## src/rtl/concat_arb_pkg.sv

```systemverilog
// Shared types and helpers for the concat_stream_arbiter block.
// Holds the FSM state encoding and a width helper that never returns zero.
package concat_arb_pkg;

    typedef enum logic {
        IDLE  = 1'b0,
        BURST = 1'b1
    } arb_state_e;

    // Index width for n items, kept at least 1 so a count of 1 still gets a real bit.
    function automatic int width_of(input int n);
        return (n > 1) ? $clog2(n) : 1;
    endfunction

endpackage

```

## src/rtl/rr_priority_pick.sv

```systemverilog
// Combinational round-robin picker: first asserted request at or above ptr_i, wrapping.
// gnt_any_o is low when no request is asserted; gnt_idx_o is then 0.
module rr_priority_pick #(
    parameter int NUM_SRC = 4,
    parameter int SRC_W   = 2
) (
    input  logic [NUM_SRC-1:0] req_i,
    input  logic [SRC_W-1:0]   ptr_i,
    output logic [SRC_W-1:0]   gnt_idx_o,
    output logic               gnt_any_o
);

    int             idx;
    logic [SRC_W-1:0] sel;

    always_comb begin
        // NOTE: every variable written here gets a default first, so no path leaves a latch.
        gnt_idx_o = '0;
        gnt_any_o = 1'b0;
        idx       = 0;
        sel       = '0;
        // Walk from the farthest offset down so the nearest request above ptr_i wins.
        for (int i = NUM_SRC - 1; i >= 0; i--) begin
            idx = (int'(ptr_i) + i) % NUM_SRC;
            sel = idx[SRC_W-1:0];
            if (req_i[sel]) begin
                gnt_idx_o = sel;
                gnt_any_o = 1'b1;
            end
        end
    end

endmodule

```

## src/rtl/concat_stream_arbiter.sv

```systemverilog
// Grants one narrow-word source at a time for a full group of beats feeding a word concatenator,
// so each concatenated word comes from a single source; beats are tagged with their source index.
module concat_stream_arbiter
    import concat_arb_pkg::*;
#(
    parameter  int NUM_SRC         = 4,
    parameter  int DATA_WIDTH      = 8,
    parameter  int WORDS_PER_GROUP = 4,
    localparam int SRC_W           = width_of(NUM_SRC)
) (
    input  logic                          clk_i,
    input  logic                          reset_n_i,
    input  logic                          enable_i,
    input  logic [NUM_SRC-1:0]            src_mask_i,
    input  logic [NUM_SRC*DATA_WIDTH-1:0] src_data_i,
    input  logic [NUM_SRC-1:0]            src_valid_i,
    output logic [NUM_SRC-1:0]            src_ready_o,
    output logic [DATA_WIDTH-1:0]         cat_data_o,
    output logic                          cat_valid_o,
    output logic                          grp_last_o,
    output logic [SRC_W-1:0]              grp_src_o,
    output logic                          busy_o
);

    localparam int               CNT_W     = width_of(WORDS_PER_GROUP);
    localparam logic [SRC_W-1:0] LAST_SRC  = SRC_W'(NUM_SRC - 1);
    localparam logic [CNT_W-1:0] LAST_BEAT = CNT_W'(WORDS_PER_GROUP - 1);

    arb_state_e            state_q;
    logic [SRC_W-1:0]      grant_q;
    logic [SRC_W-1:0]      rr_q;
    logic [SRC_W-1:0]      rr_d;
    logic [CNT_W-1:0]      cnt_q;
    logic [DATA_WIDTH-1:0] cat_data_q;
    logic                  cat_valid_q;
    logic                  grp_last_q;
    logic [SRC_W-1:0]      grp_src_q;

    logic [NUM_SRC-1:0]    req;
    logic [SRC_W-1:0]      pick_idx;
    logic                  pick_any;
    logic                  beat_ok;
    logic [DATA_WIDTH-1:0] grant_word;

    assign req        = src_valid_i & src_mask_i;
    assign beat_ok    = (state_q == BURST) && src_valid_i[grant_q];
    assign grant_word = src_data_i[grant_q*DATA_WIDTH +: DATA_WIDTH];
    assign rr_d       = (grant_q == LAST_SRC) ? '0 : grant_q + SRC_W'(1);

    rr_priority_pick #(
        .NUM_SRC (NUM_SRC),
        .SRC_W   (SRC_W)
    ) u_pick (
        .req_i     (req),
        .ptr_i     (rr_q),
        .gnt_idx_o (pick_idx),
        .gnt_any_o (pick_any)
    );

    // NOTE: state is updated with non-blocking assignments so every register samples pre-edge values.
    always_ff @(posedge clk_i) begin
        if (!reset_n_i) begin
            state_q     <= IDLE;
            grant_q     <= '0;
            rr_q        <= '0;
            cnt_q       <= '0;
            cat_data_q  <= '0;
            cat_valid_q <= 1'b0;
            grp_last_q  <= 1'b0;
            grp_src_q   <= '0;
        end else begin
            cat_valid_q <= 1'b0;
            grp_last_q  <= 1'b0;
            case (state_q)
                IDLE: begin
                    if (enable_i && pick_any) begin
                        state_q <= BURST;
                        grant_q <= pick_idx;
                        cnt_q   <= '0;
                    end
                end
                BURST: begin
                    // Data and source tag hold between beats; only valid/last pulse.
                    if (beat_ok) begin
                        cat_valid_q <= 1'b1;
                        cat_data_q  <= grant_word;
                        grp_src_q   <= grant_q;
                        if (cnt_q == LAST_BEAT) begin
                            grp_last_q <= 1'b1;
                            state_q    <= IDLE;
                            rr_q       <= rr_d;
                        end else begin
                            cnt_q <= cnt_q + CNT_W'(1);
                        end
                    end
                end
                default: state_q <= IDLE;
            endcase
        end
    end

    always_comb begin
        src_ready_o = '0;
        if (state_q == BURST) src_ready_o[grant_q] = 1'b1;
    end

    assign busy_o      = (state_q == BURST);
    assign cat_data_o  = cat_data_q;
    assign cat_valid_o = cat_valid_q;
    assign grp_last_o  = grp_last_q;
    assign grp_src_o   = grp_src_q;

endmodule

```

## config.mk

```make
export PLATFORM = sky130hd
export DESIGN_NAME = concat_stream_arbiter
export DESIGN_NICKNAME = d
export VERILOG_FILES = /design/src/rtl/concat_arb_pkg.sv /design/src/rtl/rr_priority_pick.sv /design/src/rtl/concat_stream_arbiter.sv
export SDC_FILE = /design/constraint.sdc
export NUM_CORES = 1
export LEC_CHECK = 0
export CAP_MARGIN = 0
export CORE_MARGIN = 10
export CORE_UTILIZATION = 37
export DETAILED_ROUTE_END_ITERATION = 10
export PLACE_DENSITY = 0.76
export SYNTH_ARGS = -nofsm -noshare
export SYNTH_HDL_FRONTEND = slang
export SYNTH_SLANG_ARGS = --single-unit
```

## constraint.sdc

```tcl
create_clock -name clk_i -period 2.2 [get_ports clk_i]
set_input_delay 0.66 -clock clk_i [delete_from_list [all_inputs] [get_ports clk_i]]
set_output_delay 0.66 -clock clk_i [all_outputs]
set_load 0.01 [all_outputs]
```

# After elaboration in Yosys (flattened, before gate mapping)
# Index checks and enable logic that the tools add are counted.
# classes
n_reduce_logical,9
add_sub_neg,5
bitwise,2
shifts,1
mux,32
n_eq_ne,5
magnitude_cmp,6
# op_table
operator,count
$shiftx A32 B6 Y8,1
$mux W2,8
$lt A2 B3 Y1 const B,5
$mux W1,15
$bmux W1 S2,5
$reduce_and A3 Y1,3
$add A2 B1 Y2 const B,3
$reduce_and A2 Y1,3
$add A2 B2 Y2 const B,2
$and A4 B4 Y4,1
$eq A2 B2 Y1 const B,2
$mux W4,1
$ne A2 B2 Y1 const B,2
$pmux W2 S2,1
$logic_and A1 B1 Y1,3
$demux W1 S2,1
$ge A2 B1 Y1 const B,1
$ne A2 B1 Y1 const B,1
$pmux W1 S2,1
$not A1 Y1,1
# totals
register_bits,19
word_cells,68
input_bits,43
out_inout_bits,17

# Longest topological paths before layout
# logic_depth
ltp_word,10
mapped_depth,7

# Modules after synthesis
# From an unflattened synthesis, not the netlist that was laid out.
# hier_totals
cells_unflattened,113
hier_area_um2,1233.7
# modules_own_cells
mod,area_each_um2,cells_each,seq_area_each_um2,n_inst
concat_stream_arbiter,1156.1,100,380.4,1
rr_priority_pick,77.6,13,0.0,1

# Least setup slack after synthesis
# Ideal clock, no wire load.
# synth_path
kind,reg2out
from,reg grant_q[0]
to,out src_ready_o[0]
stages_incl_launch_ff,6
required_time_ps,1540
slack_ps,392
path_buffers,2
arrival_time_ps,1148
path_cell_list,dfxtp_1 buf_6 buf_2 inv_1 ha_1 and2_1
# synth_via
elab_chain_len,5
# synth_rtl
item,line,source
from (decl),concat_stream_arbiter.sv:30,logic [SRC_W-1:0] grant_q;
from (signal assigned),concat_stream_arbiter.sv:78,grant_q <= pick_idx;
$lt A2 B3 Y1 (not written as such) or $ge A2 B1 Y1 (tied branches),concat_stream_arbiter.sv:104,if (state_q == BURST) src_ready_o[grant_q] = 1'b1;
$logic_and A1 B1 Y1 (not written as such),concat_stream_arbiter.sv:104,
$mux W1 (not written as such),concat_stream_arbiter.sv:104,
$demux W1 S2 *,concat_stream_arbiter.sv:104,
$mux W4 *,concat_stream_arbiter.sv:104,
to (decl),concat_stream_arbiter.sv:17,"output logic [NUM_SRC-1:0] src_ready_o,"
# Mark *: on every way between the ends. The rest lies on a longest branch, timed or not.

# Worst setup path after layout
# Same ends and word-level chain as after synthesis.

==> flow_summary.yaml <==
status:
  status: "complete, no violations"
finish:
  nNetsFinal: 225
  drive_gt1_share_pct: 12.50
  finalNonFillerCells: 209
  diodes: 0
  design_area_um2: 1827
  fillers: 272
  area_growth_pct: 59.74
timing:
  setup_viol: 0
  fin_skew_ns: 0.003441
  relSlewSlack_pct: 81.96
  hold_viol_final: 0
  worst_pin_slew_ns: 0.2706
  rsz0062_at_grt: "no"
  finalSetupTns_ns: 0
  fin_crit_sh_pct: 90.82
  period_needed_ns: 1.998
  timing.fmax_ghz: 0.5005
  slew_viol_final: 0
grt:
  grt_pass1_vias: 1165
  antenna_found_initial: 0
  gr-total-overflow: 0
  track_usage_pct: 12.43
  grt_pass1_wl_um: 5485
  grt_max_degree: 14
min_path:
  worstHoldStart: "cnt_q[0]"
  hold_depth: 2
  hold_path.class: "reg2reg"
  hold-path-endpoint: "cnt_q[0]"
critical_path:
  path_class: "reg2out"
  end_kind: "output pin"
  critPathTopFamily: "flip-flops"
  cp_slowest_stage_delay_ns: 0.39
  cp_max_fo: 5
  crit_chain: "inv_1 -> ha_1 -> and2_1 -> dlygate4sd2_1"
  rr_endpoint: "cat_data_o[0]"
  r2r.worst_path.cells: 6
  critPathArrivalTime_ns: 1.34
  cp.buffers_inverters: 2
  rr_startpoint: "grant_q[0]"
  cp_data_required_time_ns: 1.54
  slowest_stage: "dfxtp_4"
  critPathLaunchType: "flip-flop"
  ff2ff_setup_slack_ns: 0.50
cts:
  cts.path.max_buffers: 2
  cts_tree: "built"
  cts_root_buffer: "clkbuf_4"
  clkTransAtPathRegs_ns: 0.10
  clkLatencyLatePin_ns: 0.29
  cts_hold_buf: 0
  clock_sinks: 19
  cts_max_level: 1
  cts_buffers: 3
power_and_ir_drop:
  p_leak_nw: 0.7523
  ir_drop_v: 0.0002403
  cellPowerDensity_nw_per_um2: 418.6
synth:
  synth_nets: 159
  ys_warn_count: 0
  syn_area_um2: 1144
  synth.ff_latch_count: 19
  synthCells: 111
  ys_seq_area_share_pct: 33.26
  avgSynthCellArea_um2: 10.30
  synth_cell_types: 34
floorplan:
  dieWidth_um: 75.60
  coreArea_um2: 3003
  initial_core_util_pct: 38.08
  die_h_um: 75.60
  pin_count: 60
  row_count: 20
  dieArea_um2: 5715
placement:
  dp.cells: 205
  io_buffers: 59
  hpwl_um: 2990
  placed_area_um2: 1789
  gp_congestion: 0.7800
drt:
  wirelength_um: 3551
  first_pass_iters: 4
  wl_per_cell_um: 16.99
  vias: 1111
  drcViolationCount: 0
  vias_per_cell: 5.316
  drt_iter0_drc: 58
  final_antenna_net_count: 0
run:
  drv_cap: 0
[what timing repair did]
| action | in CTS | in global routing |
|---|---|---|
| buffers inserted | 0 | 0 |
| setup endpoints to repair | 4 | 2 |
| cloned | 0 | 0 |
| resized for setup | 5 | 4 |
[cell families (layout without fill, tap and decap cells)]
family	after synthesis	in the layout	synth area share, %
fa+ha+maj	5	5	5.470
buf+inv	12	77	6.345
mux	21	21	28.34
simple gates	35	35	14.55
compound gates	19	19	12.03
flops	19	19	33.26
[worst reg2reg max path, cell delays in order, from the launching register on]
cell,delay (ns)
dfxtp_4,0.39
buf_4,0.19
mux2_1,0.35
a22o_1,0.25
buf_4,0.19
mux2i_1,0.17
nor2_1,0.06
[cells in the mapped netlist]
library cell,count,area (um2)
a31oi_1,1,6.260
or3_1,1,6.260
inv_1,5,18.77
a21oi_1,3,15.01
buf_8,1,15.01
ha_1,5,62.56
a22oi_1,2,15.01
buf_6,2,22.52
a2bb2oi_1,1,8.760
dfxtp_1,19,380.4
o21ai_0,2,10.01
a32o_1,2,20.02
nand3_1,1,5.000
mux4_2,6,135.1
nor3_1,1,5.000
mux2i_1,11,110.1
nand2_1,9,33.78
and3_1,1,6.260
nor2b_1,1,6.260
mux2_1,1,11.26
mux4_1,2,52.55
a22o_1,1,8.760
a311o_1,1,10.01
a21bo_1,1,10.01
clkbuf_1,3,11.26
mux2_4,1,15.01
o21ai_1,2,10.01
buf_2,1,5.000
nand4b_1,1,8.760
o221ai_1,1,8.760
and2_1,7,43.79
nor2_1,12,45.04
nand4_1,1,6.260
o31ai_1,2,15.01
[layout make-up]
cell class | count | area [um2] | area share [%]
Tap cell | 33 | 41.29 | 2.260
Multi-Input combinational cell | 80 | 690.7 | 37.81
Sequential cell | 19 | 389.1 | 21.30
Timing Repair Buffer | 68 | 660.6 | 36.16
Inverter | 5 | 18.77 | 1.027
Clock buffer | 4 | 26.28 | 1.438
[metrics by stage]
stage | utilization (%) | total power, mW | hold slack [ns] | worst slack, ns
CTS | 60.54 | 0.7715 | 0.4867 | 0.01333
finish | 60.83 | 0.7647 | 0.4861 | 0.2019
floorplan | - | 0.4766 | 0.4321 | 0.3920
global placement | 59.58 | 0.5962 | 0.4410 | 0.007417
global route | 60.83 | 0.8026 | 0.5251 | 0.1280
detailed placement | 59.58 | 0.6038 | 0.4706 | -0.04448
[metal layers]
| layer | global-route usage [%] | share of wire (%) | vias up |
|---|---|---|---|
| li1 | - | - | 536 |
| met1 | 12.94 | 39 | 519 |
| met2 | 21.72 | 50 | 52 |
| met3 | 4.427 | 9.2 | 4 |
| met4 | 5.979 | 2.1 | 0 |
| met5 | 0 | 0 | - |
[placed cells by master (no fill, tap or decap), types with 2 or more instances in the layout]
| cell | n |
|---|---|
| o21ai_0 | 2 |
| dfxtp_4 | 2 |
| mux4_1 | 2 |
| a32o_1 | 2 |
| dfxtp_1 | 16 |
| o21ai_1 | 2 |
| ha_1 | 5 |
| buf_4 | 9 |
| inv_1 | 5 |
| o31ai_1 | 2 |
| a21oi_1 | 3 |
| nor2_1 | 12 |
| mux2i_1 | 11 |
| dlymetal6s2s_1 | 2 |
| and2_1 | 7 |
| mux4_2 | 6 |
| clkbuf_4 | 3 |
| a22oi_1 | 2 |
| dlygate4sd2_1 | 2 |
| nand2_1 | 9 |
| clkdlybuf4s50_1 | 55 |
[state kept, by name, summed over array words and instances, names as in the netlist]
name,cells
cat_data_o,8
cnt_q,2
grant_q,2
grp_src_o,2
rr_q,2
busy_o,1
cat_valid_o,1
grp_last_o,1
[how the worst max path moves through the flow]
| stage | from | end | slack, ns | cells after the start |
|---|---|---|---|---|
| 5_1_grt | grant_q[0] | src_ready_o[0] | 0.13 | 4 |
| 4_1_cts | grant_q[1] | src_ready_o[1] | 0.01 | 4 |
| 3_5_place_dp | src_valid_i[1] | cat_data_o[5] | -0.04 | 6 |
| 6_report | grant_q[0] | src_ready_o[0] | 0.20 | 4 |
| 3_3_place_gp | src_valid_i[1] | cat_data_o[1] | 0.007 | 6 |
| 2_1_floorplan | grant_q[0] | src_ready_o[0] | 0.39 | 5 |
[report_power, final]
part           total (mW)  switching, mW  internal [mW]  leakage, nW
combinational       0.225         0.0792          0.145        0.581
sequential          0.368         0.0116          0.357        0.156
clock               0.172          0.101         0.0704       0.0150
No activity file was read; power rests on OpenSTA's default activity.
